===== config.mk =====
export PLATFORM = sky130hd
export DESIGN_NAME = bram_burst_reader
export DESIGN_NICKNAME = d
export VERILOG_FILES = /design/src/rtl/bnn_pkg.sv /design/src/rtl/bram_rd_fifo.sv /design/src/rtl/bram_burst_reader.sv
export SDC_FILE = /design/constraint.sdc
export NUM_CORES = 1
export LEC_CHECK = 0
export ABC_CLOCK_PERIOD_IN_PS = 17950
export BUFFER_PORTS_ARGS = -buffer_cell sky130_fd_sc_hd__buf_2
export CORE_AREA = 2 2 419 421
export CTS_BUF_LIST = sky130_fd_sc_hd__clkbuf_16
export DETAILED_ROUTE_END_ITERATION = 8
export DIE_AREA = 0 0 421 423
export GPL_ROUTABILITY_DRIVEN = 0
export SLEW_MARGIN = 20
export SYNTH_ARGS = -nofsm -noshare
export SYNTH_HDL_FRONTEND = slang
export SYNTH_SLANG_ARGS = --single-unit

===== constraint.sdc =====
create_clock -name clk -period 17.95 [get_ports clk]
set_input_delay 2.6925 -clock clk [delete_from_list [all_inputs] [get_ports clk]]
set_output_delay 2.6925 -clock clk [all_outputs]
set_load 0.005 [all_outputs]

===== src/rtl/bnn_pkg.sv =====
// Shared constants and types for the BRAM burst reader.
//   BRAM_DATA_W       : width of one BRAM word in bits
//   BRAM_ADDR_W       : width of the BRAM byte address
//   BRAM_READ_LATENCY : cycles from chip enable to valid read data
//   WORD_BYTES        : byte stride between consecutive BRAM words
//   rd_state_t        : burst reader control states
package bnn_pkg;

  localparam int BRAM_DATA_W       = 512;
  localparam int BRAM_ADDR_W       = 17;
  localparam int BRAM_READ_LATENCY = 2;
  localparam int WORD_BYTES        = 64;

  typedef enum logic [1:0] {
    IDLE  = 2'd0,
    READ  = 2'd1,
    DRAIN = 2'd2,
    DONE  = 2'd3
  } rd_state_t;

  // Address of the next word; wraps naturally at the top of the address space.
  function automatic logic [BRAM_ADDR_W-1:0] next_word_addr(input logic [BRAM_ADDR_W-1:0] addr);
    return addr + BRAM_ADDR_W'(WORD_BYTES);
  endfunction

endpackage


===== src/rtl/bram_rd_fifo.sv =====
// Small synchronous FIFO buffering BRAM read data for the downstream consumer.
// Ports:
//   clk, rst  : clock and synchronous active-high reset (clears pointers/count)
//   push      : write push_data this cycle (dropped only if full with no pop)
//   push_data : word to write
//   pop       : remove the head word (ignored while empty)
//   pop_data  : head word, valid whenever empty is low
//   count     : current occupancy in words
//   empty     : FIFO holds no words
// A push into an empty FIFO is only visible (and poppable) from the next cycle.
module bram_rd_fifo #(
  parameter int WIDTH = 512,
  parameter int DEPTH = 4,
  localparam int CNT_W = $clog2(DEPTH + 1),
  localparam int PTR_W = (DEPTH > 1) ? $clog2(DEPTH) : 1
) (
  input  logic             clk,
  input  logic             rst,
  input  logic             push,
  input  logic [WIDTH-1:0] push_data,
  input  logic             pop,
  output logic [WIDTH-1:0] pop_data,
  output logic [CNT_W-1:0] count,
  output logic             empty
);

  logic [WIDTH-1:0] mem [DEPTH];
  logic [PTR_W-1:0] wr_ptr;
  logic [PTR_W-1:0] rd_ptr;
  logic             full;
  logic             do_push;
  logic             do_pop;

  // Pointers wrap explicitly so DEPTH need not be a power of two.
  function automatic logic [PTR_W-1:0] ptr_inc(input logic [PTR_W-1:0] p);
    return (p == PTR_W'(DEPTH - 1)) ? '0 : p + PTR_W'(1);
  endfunction

  assign empty    = (count == '0);
  assign full     = (count == CNT_W'(DEPTH));
  assign do_pop   = pop && !empty;
  // A full FIFO can still accept a word in the same cycle it releases one.
  assign do_push  = push && (!full || do_pop);
  assign pop_data = mem[rd_ptr];

  // Storage array; contents need no reset because count gates visibility.
  always_ff @(posedge clk) begin
    if (do_push) begin
      mem[wr_ptr] <= push_data;
    end
  end

  // Pointer and occupancy bookkeeping.
  always_ff @(posedge clk) begin
    if (rst) begin
      wr_ptr <= '0;
      rd_ptr <= '0;
      count  <= '0;
    end else begin
      if (do_push) begin
        wr_ptr <= ptr_inc(wr_ptr);
      end
      if (do_pop) begin
        rd_ptr <= ptr_inc(rd_ptr);
      end
      if (do_push && !do_pop) begin
        count <= count + CNT_W'(1);
      end else if (!do_push && do_pop) begin
        count <= count - CNT_W'(1);
      end
    end
  end

endmodule


===== src/rtl/bram_burst_reader.sv =====
// Reads a burst of consecutive 512-bit words from a BRAM port and streams them
// out through a valid/ready interface, throttling reads so the output buffer
// can never overflow.
// Ports:
//   clk, rst       : clock and synchronous active-high reset
//   start          : one-cycle pulse launching a burst (accepted in IDLE/DONE)
//   address_start  : byte address of the first word
//   length         : number of words in the burst (0 finishes immediately)
//   m_en, m_addr   : BRAM chip enable and byte address, one read per m_en
//   m_dout         : BRAM read data, valid READ_LATENCY cycles after m_en
//   out_data       : head word of the output buffer
//   out_valid      : out_data is valid
//   out_ready      : downstream accepts out_data this cycle
//   busy           : burst in progress (READ or DRAIN)
//   done           : level completion flag, held until the next accepted start
//   stall_cycles   : (only with BRAM_READER_PERF_EN) busy cycles in which
//                    out_valid was high and out_ready low; saturating
// Optional feature macro: BRAM_READER_PERF_EN adds the stall_cycles counter.
// FIFO_DEPTH must be at least READ_LATENCY+1 to keep reads streaming.
module bram_burst_reader
  import bnn_pkg::*;
#(
  parameter int FIFO_DEPTH   = 4,
  parameter int READ_LATENCY = BRAM_READ_LATENCY
) (
  input  logic                   clk,
  input  logic                   rst,
  input  logic                   start,
  input  logic [BRAM_ADDR_W-1:0] address_start,
  input  logic [11:0]            length,
  output logic                   m_en,
  output logic [BRAM_ADDR_W-1:0] m_addr,
  input  logic [BRAM_DATA_W-1:0] m_dout,
  output logic [BRAM_DATA_W-1:0] out_data,
  output logic                   out_valid,
  input  logic                   out_ready,
  output logic                   busy,
  output logic                   done
`ifdef BRAM_READER_PERF_EN
  ,
  output logic [31:0]            stall_cycles
`endif
);

  localparam int CNT_W = $clog2(FIFO_DEPTH + 1);

  rd_state_t              state_q;
  rd_state_t              state_d;
  logic [11:0]            len_q;
  logic [11:0]            issued_q;
  logic [READ_LATENCY-1:0] vld_sr;
  logic [CNT_W-1:0]       fifo_count;
  logic                   fifo_empty;
  logic                   fifo_push;
  logic                   fifo_pop;
  logic                   start_ok;
  logic                   last_issue;
  logic                   has_room;
  logic                   drain_empty;
  int                     inflight;

  assign start_ok  = start && ((state_q == IDLE) || (state_q == DONE));
  assign fifo_push = vld_sr[READ_LATENCY-1];
  assign fifo_pop  = out_valid && out_ready;
  assign out_valid = !fifo_empty;
  assign last_issue = m_en && (issued_q == (len_q - 12'd1));

  // Reads already issued but not yet in the FIFO must be counted against its
  // space; the word pushed this cycle is still counted here, not in the FIFO.
  always_comb begin
    inflight = 0;
    for (int i = 0; i < READ_LATENCY; i++) begin
      inflight = inflight + int'(vld_sr[i]);
    end
    has_room = (int'(fifo_count) + inflight) < FIFO_DEPTH;
  end

  // The burst is finished once nothing is in flight and the FIFO will be
  // empty after this cycle's pop, so done rises right after the last transfer.
  assign drain_empty = (vld_sr == '0) &&
                       ((fifo_count == '0) || ((fifo_count == CNT_W'(1)) && fifo_pop));

  // State register.
  always_ff @(posedge clk) begin
    if (rst) begin
      state_q <= IDLE;
    end else begin
      state_q <= state_d;
    end
  end

  // Next-state logic; a zero-length burst jumps straight to DONE.
  always_comb begin
    state_d = state_q;
    unique case (state_q)
      IDLE, DONE: begin
        if (start_ok) begin
          state_d = (length == 12'd0) ? DONE : READ;
        end
      end
      READ: begin
        if (last_issue) begin
          state_d = DRAIN;
        end
      end
      DRAIN: begin
        if (drain_empty) begin
          state_d = DONE;
        end
      end
      default: state_d = IDLE;
    endcase
  end

  // Output decode; reads are issued only while there is guaranteed buffer space.
  always_comb begin
    m_en = (state_q == READ) && (issued_q < len_q) && has_room;
    busy = (state_q == READ) || (state_q == DRAIN);
    done = (state_q == DONE);
  end

  // Burst address and word counters, loaded on an accepted start.
  always_ff @(posedge clk) begin
    if (rst) begin
      m_addr   <= '0;
      len_q    <= '0;
      issued_q <= '0;
    end else if (start_ok) begin
      m_addr   <= address_start;
      len_q    <= length;
      issued_q <= '0;
    end else if (m_en) begin
      m_addr   <= next_word_addr(m_addr);
      issued_q <= issued_q + 12'd1;
    end
  end

  // Valid shift register tracking reads in flight through the BRAM pipeline.
  always_ff @(posedge clk) begin
    if (rst) begin
      vld_sr <= '0;
    end else begin
      vld_sr[0] <= m_en;
      for (int i = 1; i < READ_LATENCY; i++) begin
        vld_sr[i] <= vld_sr[i-1];
      end
    end
  end

  bram_rd_fifo #(
    .WIDTH (BRAM_DATA_W),
    .DEPTH (FIFO_DEPTH)
  ) u_fifo (
    .clk       (clk),
    .rst       (rst),
    .push      (fifo_push),
    .push_data (m_dout),
    .pop       (fifo_pop),
    .pop_data  (out_data),
    .count     (fifo_count),
    .empty     (fifo_empty)
  );

`ifdef BRAM_READER_PERF_EN
  // Back-pressure counter: busy cycles where a word waited on the consumer.
  always_ff @(posedge clk) begin
    if (rst) begin
      stall_cycles <= '0;
    end else if (start_ok) begin
      stall_cycles <= '0;
    end else if (busy && out_valid && !out_ready && (stall_cycles != '1)) begin
      stall_cycles <= stall_cycles + 32'd1;
    end
  end
`endif

endmodule


# Word-level counts from Yosys, hierarchy flattened
# Memory sizes are Yosys's and may differ from the RTL's. A register that Yosys moved wholly into a read port is not among the register bits.
# Index checks and enable logic that the tools add are counted.
classes:
  n_reduce_logical: 28
  n_eq_ne: 11
  mux: 15
  magnitude_cmp: 2
  add_sub_neg: 9
op_table:
  columns: ["cell", "count"]
  rows:
  - ["17-bit two-way mux", 2]
  - ["17-bit by 7-bit adder with 17-bit output, second input constant", 1]
  - ["2-bit two-way mux", 8]
  - ["12-bit by 1-bit adder with 12-bit output, second input constant", 1]
  - ["12-bit equality test", 1]
  - ["12-bit zero test", 1]
  - ["12-bit less-than comparator", 1]
  - ["12-bit by 1-bit subtractor with 12-bit output, second input constant", 1]
  - ["1-bit logical AND", 11]
  - ["2-bit equality test, second input constant", 4]
  - ["3-bit two-way mux", 2]
  - ["2-bit inequality test, second input constant", 3]
  - ["2-bit case mux with 3 select lines", 1]
  - ["2-bit by 1-bit adder with 2-bit output, second input constant", 2]
  - ["3-bit by 2-bit adder with 4-bit output", 1]
  - ["1-bit zero test", 4]
  - ["2-bit zero test", 2]
  - ["1-bit logical OR", 4]
  - ["4-bit by 3-bit less-than comparator with 1-bit output, second input constant", 1]
  - ["2-bit nonzero test", 2]
  - ["2-bit OR reduction", 2]
  - ["3-bit by 1-bit adder with 3-bit output, second input constant", 1]
  - ["3-bit by 1-bit equality test with 1-bit output, second input constant", 1]
  - ["3-bit equality test, second input constant", 1]
  - ["other kinds (6)", 7]
word_totals:
  out_inout_bits: 533
  ram_bits: 2048
  wordCells: 74
  memories: 1
  inputBits: 545
  regBits: 52
memory_table:
  columns: ["memory", "depth", "width", "read_ports", "rd_clocked_by_memory_dff", "write_ports", "line_no", "source"]
  rows:
  - ["u_fifo.mem", 4, 512, 1, 1, 1, "bram_rd_fifo.sv:27", "logic [WIDTH-1:0] mem [DEPTH];"]

# Longest topological paths before layout
depth:
  depth_word: 10
  depth_mapped: 11
  ltp_nobuf: 9

# Hierarchy
# From an unflattened synthesis, not the netlist that was laid out.
hier_totals:
  cells_unflattened: 3066
  hier_area_um2: 77127.7
modules_own_cells:
  columns: ["mod", "n_inst", "area_each_um2", "seq_area_each_um2", "cells_each"]
  rows:
  - ["bram_rd_fifo", 1, 74406.4, 61679.2, 2720]
  - ["bram_burst_reader", 1, 2721.4, 900.9, 346]

# Worst setup path after synthesis
# Ideal clock, no wire load.
synth_timing:
  path_type: "input port to flip-flop"
  from: "in out_ready"
  to: "mem u_fifo.mem[1][0], enable pin"
  setup_ps: 943
  n_path_buf: 1
  arrival_ps: 14621
  cell_stages: 3
  t_required_ps: 17007
  setup_slack_ps: 2385
  path_cell_list: "o21a_1 clkbuf_1 and2_1"
synth_between:
  elab_chain_len: 6
synth_lines:
  columns: ["item", "line_no", "source"]
  rows:
  - ["from (decl)", "bram_burst_reader.sv:36", "input logic out_ready,"]
  - ["1-bit logical AND", "bram_burst_reader.sv:64", "assign fifo_pop = out_valid && out_ready;"]
  - ["1-bit logical AND", "bram_rd_fifo.sv:41", "assign do_pop = pop && !empty;"]
  - ["1-bit logical OR", "bram_rd_fifo.sv:43", "assign do_push = push && (!full || do_pop);"]
  - ["1-bit logical AND", "bram_rd_fifo.sv:43", null]
  - ["named net u_fifo.do_push", "bram_rd_fifo.sv:31", "logic do_push;"]
  - ["1-bit two-way mux", "bram_rd_fifo.sv:48", "if (do_push) begin"]
  - ["1-bit two-way mux (not written as such)", "bram_rd_fifo.sv:49", "mem[wr_ptr] <= push_data;"]
  - ["to (decl)", "bram_rd_fifo.sv:27", null]
# The timed path passes the listed nets, and every way through them passes these cells.

==> flow_metrics.env <==
export IMPL_routedWlPerCell_um=26.7
export IMPL_num_io_pins=1078
export IMPL_drv_cap=0
export IMPL_p_comb_share_pct=15.5
export IMPL_relSlewSlack_pct=27.5
export IMPL_synth_seq_area_share_pct=81.6
export IMPL_critPathMaxFanout=113
export IMPL_netSwitchingPower_w=0.00284
export IMPL_initial_core_util_pct=44.3
export IMPL_totalWireLength_um=182000
export IMPL_netlist_area_mm2=0.0767
export IMPL_fin_crit_ps=7900
export IMPL_cts_resized=0
export IMPL_swShare_pct=24.6
export IMPL_clk_latency_ps=870
export IMPL_clkPwrFrac_pct=36.0
export IMPL_rrSetupSlack_ps=12540
export IMPL_grt_pass1_vias=37100
export IMPL_critPathMaxStageDelay_ps=930
export IMPL_dpl_hpwl_um=117000
export IMPL_rows=153
export IMPL_hold_viol_final=0
export IMPL_synth_edf_count=2048
export IMPL_crit_path_cell_trace="buf_4, buf_12, buf_4, mux4_2, buf_2"
export IMPL_final_nets=4834
export IMPL_endpoint_kind="output pin"
export IMPL_start_kind="flip-flop"
export IMPL_status="completed"
export IMPL_tightest_slew_ps=1090
export IMPL_portBuffers=1077
export IMPL_synth_fp_nets=3633
export IMPL_grt_max_degree=149
export IMPL_peakVddDrop_uv=102
export IMPL_clockRootBuffer="clkbuf_16"
export IMPL_crit_path_frequent_cell="buf_4"
export IMPL_rsz0062_at_grt="false"
export IMPL_grt_use_total_pct=20.0
export IMPL_htreeDepth=4
export IMPL_required_ps=15260
export IMPL_clk_path_buf_depth=3
export IMPL_vias=36500
export IMPL_internal_power_w=0.00872
export IMPL_drive_gt1_share_pct=43.5
export IMPL_syn_area_per_cell_um2=25.1
export IMPL_critPathArrivalTime_ps=5210
export IMPL_gr_total_overflow=0
export IMPL_finalInstanceArea_mm2=0.0917
export IMPL_fin_skew_ps=56.7
export IMPL_antenna_found_initial=108
export IMPL_synth_distinct_cells=50
export IMPL_die_x_um=421
export IMPL_grt_pass1_wl_um=260000
export IMPL_ys_ff_latch=2102
export IMPL_ys_warnings_count=0
export IMPL_synthCells=3058
export IMPL_numCtsBuffers=208
export IMPL_fill_cells=13500
export IMPL_path_clk_slew_ps=60
export IMPL_powerDensity_mw_per_mm2=126
export IMPL_cts_sinks=2102
export IMPL_setup_viol=0
export IMPL_first_pass_iters=5
export IMPL_leakage_nw=30.3
export IMPL_post_cts_buffers=0
export IMPL_place_ws_ps=10430
export IMPL_core_area_mm2=0.173
export IMPL_final_setup_worst_slack_ps=10050
export IMPL_seq_power_share_pct=48.5
export IMPL_ys_flop_type="edfxtp_1"
export IMPL_die_y_um=423
export IMPL_async_reset_ff_share_pct=0
export IMPL_cts_tree="done"
export IMPL_drv_slew=0
export IMPL_fmax_mhz=127
export IMPL_worstHoldPathType="reg2reg"
export IMPL_die_area_mm2=0.178
export IMPL_slowest_stage="dfxtp_4"
export IMPL_worst_setup_path_type="reg2out"
export IMPL_drc=0
export IMPL_final_period_utilization_pct=44.0
export IMPL_area_delta_synth_final_pct=19.6
export IMPL_drtIter0Drc=2824
export IMPL_ant_nets=0
export IMPL_vias_per_cell=5.37
export IMPL_setup_tns_ps=0
export IMPL_hold_buffers=0
export IMPL_place_area_mm2=0.0849
==> path summary, 6_finish.rpt <==
check                                     from                            to  depth (start not counted)
hold reg to reg         m_addr[1]$_SDFFE_PP0P_        m_addr[1]$_SDFFE_PP0P_                          2
hold / removal          m_addr[1]$_SDFFE_PP0P_        m_addr[1]$_SDFFE_PP0P_                          2
setup / recovery                     flip-flop                   out_data[0]                          5
setup reg to reg  u_fifo.count[0]$_SDFFE_PP0P_  u_fifo.mem[2][293]$_DFFE_PP_                          9
==> logic make-up after synthesis <==
kind of cell,after synthesis,synth area share (%)
muxes,517,15.1
and+or+nand+nor,142,0.953
AOI/OAI and AO/OA,75,0.622
adders and majority gates,30,0.490
DFF,2102,81.6
xor gates and xnor gates,35,0.400
buffers and inverters,157,0.803
==> power by group through the flow <==
stage	Sequential [W]	Clock (W)	Combinational (W)
after floorplan	0.00573	0	0.00104
after global placement	0.00570	0	0.00183
after detailed placement	0.00571	0	0.00183
after CTS	0.00560	0.00427	0.00184
after global routing	0.00561	0.00446	0.00192
final	0.00560	0.00417	0.00179
==> per-stage QoR <==
stage | total power (W) | std cells | util [%] | hold WS (ps)
final | 0.0116 | 6795 | 52.9 | 454
after global routing | 0.0120 | 6782 | 52.9 | 480
after floorplan | 0.00678 | 3058 | - | 453
after CTS | 0.0117 | 6760 | 52.9 | 454
after global placement | 0.00753 | 6374 | 49.0 | 438
after detailed placement | 0.00754 | 6374 | 49.0 | 445
==> metal layers <==
layer | share of wire, % | routed length [um] | GRT usage, % | vias to the layer above
li1 | - | - | - | 15600
met1 | 38 | 68900 | 24.2 | 19300
met2 | 51 | 92500 | 33.2 | 1213
met3 | 6.8 | 12300 | 5.98 | 409
met4 | 4.2 | 7540 | 8.85 | 54
met5 | 0.19 | 344 | 0 | -
==> sequential cells by signal, summed over array words and instances, names as in the netlist, named ones only <==
| signal | count |
|---|---|
| u_fifo.count | 3 |
| u_fifo.mem | 2048 |
| state_q | 2 |
| len_q | 12 |
| m_addr | 17 |
| vld_sr | 2 |
| u_fifo.wr_ptr | 2 |
| issued_q | 12 |
| u_fifo.rd_ptr | 2 |
==> synthesized netlist by cell type, types with 2 or more instances <==
library cell  number  area share (%)
inv_1             26            0.13
xor2_1            21            0.24
dfxtp_1           54             1.4
o21a_1             2           0.020
buf_1             62            0.30
a31oi_1            5           0.041
clkbuf_1          48            0.24
nor2_1            28            0.14
nor3_1             3           0.020
o311a_1            2           0.026
nand4_1            8           0.065
a32oi_1            2           0.023
nor4_1             5           0.041
mux2i_1            5           0.065
and3_1             6           0.049
buf_2             21            0.14
ha_1              30            0.49
a211oi_1           5           0.049
a21oi_1           33            0.22
nor2b_1            4           0.033
edfxtp_1        2048              80
o21ai_0           10           0.065
or4_1              6           0.059
o211ai_1           6           0.059
nand2_1           56            0.27
nand3_1            7           0.046
mux4_2           512              15
and2_1             6           0.049
and4_1             2           0.023
nor3_2             2           0.026
xnor2_1           14            0.16
==> placed cells by master, fill, tap and decap left out, drive strengths merged, types with 7 or more instances in the layout <==
cell,n
edfxtp,2048
buf,1122
mux4,512
clkbuf,210
inv,92
clkinv,90
nand2,57
dfxtp,54
diode,35
a21oi,33
ha,30
nor2,28
xor2,21
xnor2,14
bufinv,14
o21ai,10
nand4,9
nand3,7
nor4,7
==> cell type report <==
type                            instances  area (um2)  area share [%]
Inverter                               26        97.6           0.106
Multi-Input combinational cell        799       13500            14.7
Clock buffer                          210        5260            5.73
Tap cell                             2325        2910            3.17
Timing Repair Buffer                 1122        5850            6.39
Antenna cell                           35        87.6          0.0956
Sequential cell                      2102       62600            68.3
Clock inverter                        176        1390            1.51
==> critical path: cells and delay by family, from the launching register on <==
| family | cells | cell delay, ps |
|---|---|---|
| mux | 1 | 640 |
| buf+inv | 4 | 2600 |
| flops | 1 | 930 |
Note: power is estimated with default switching activity, not from simulation.
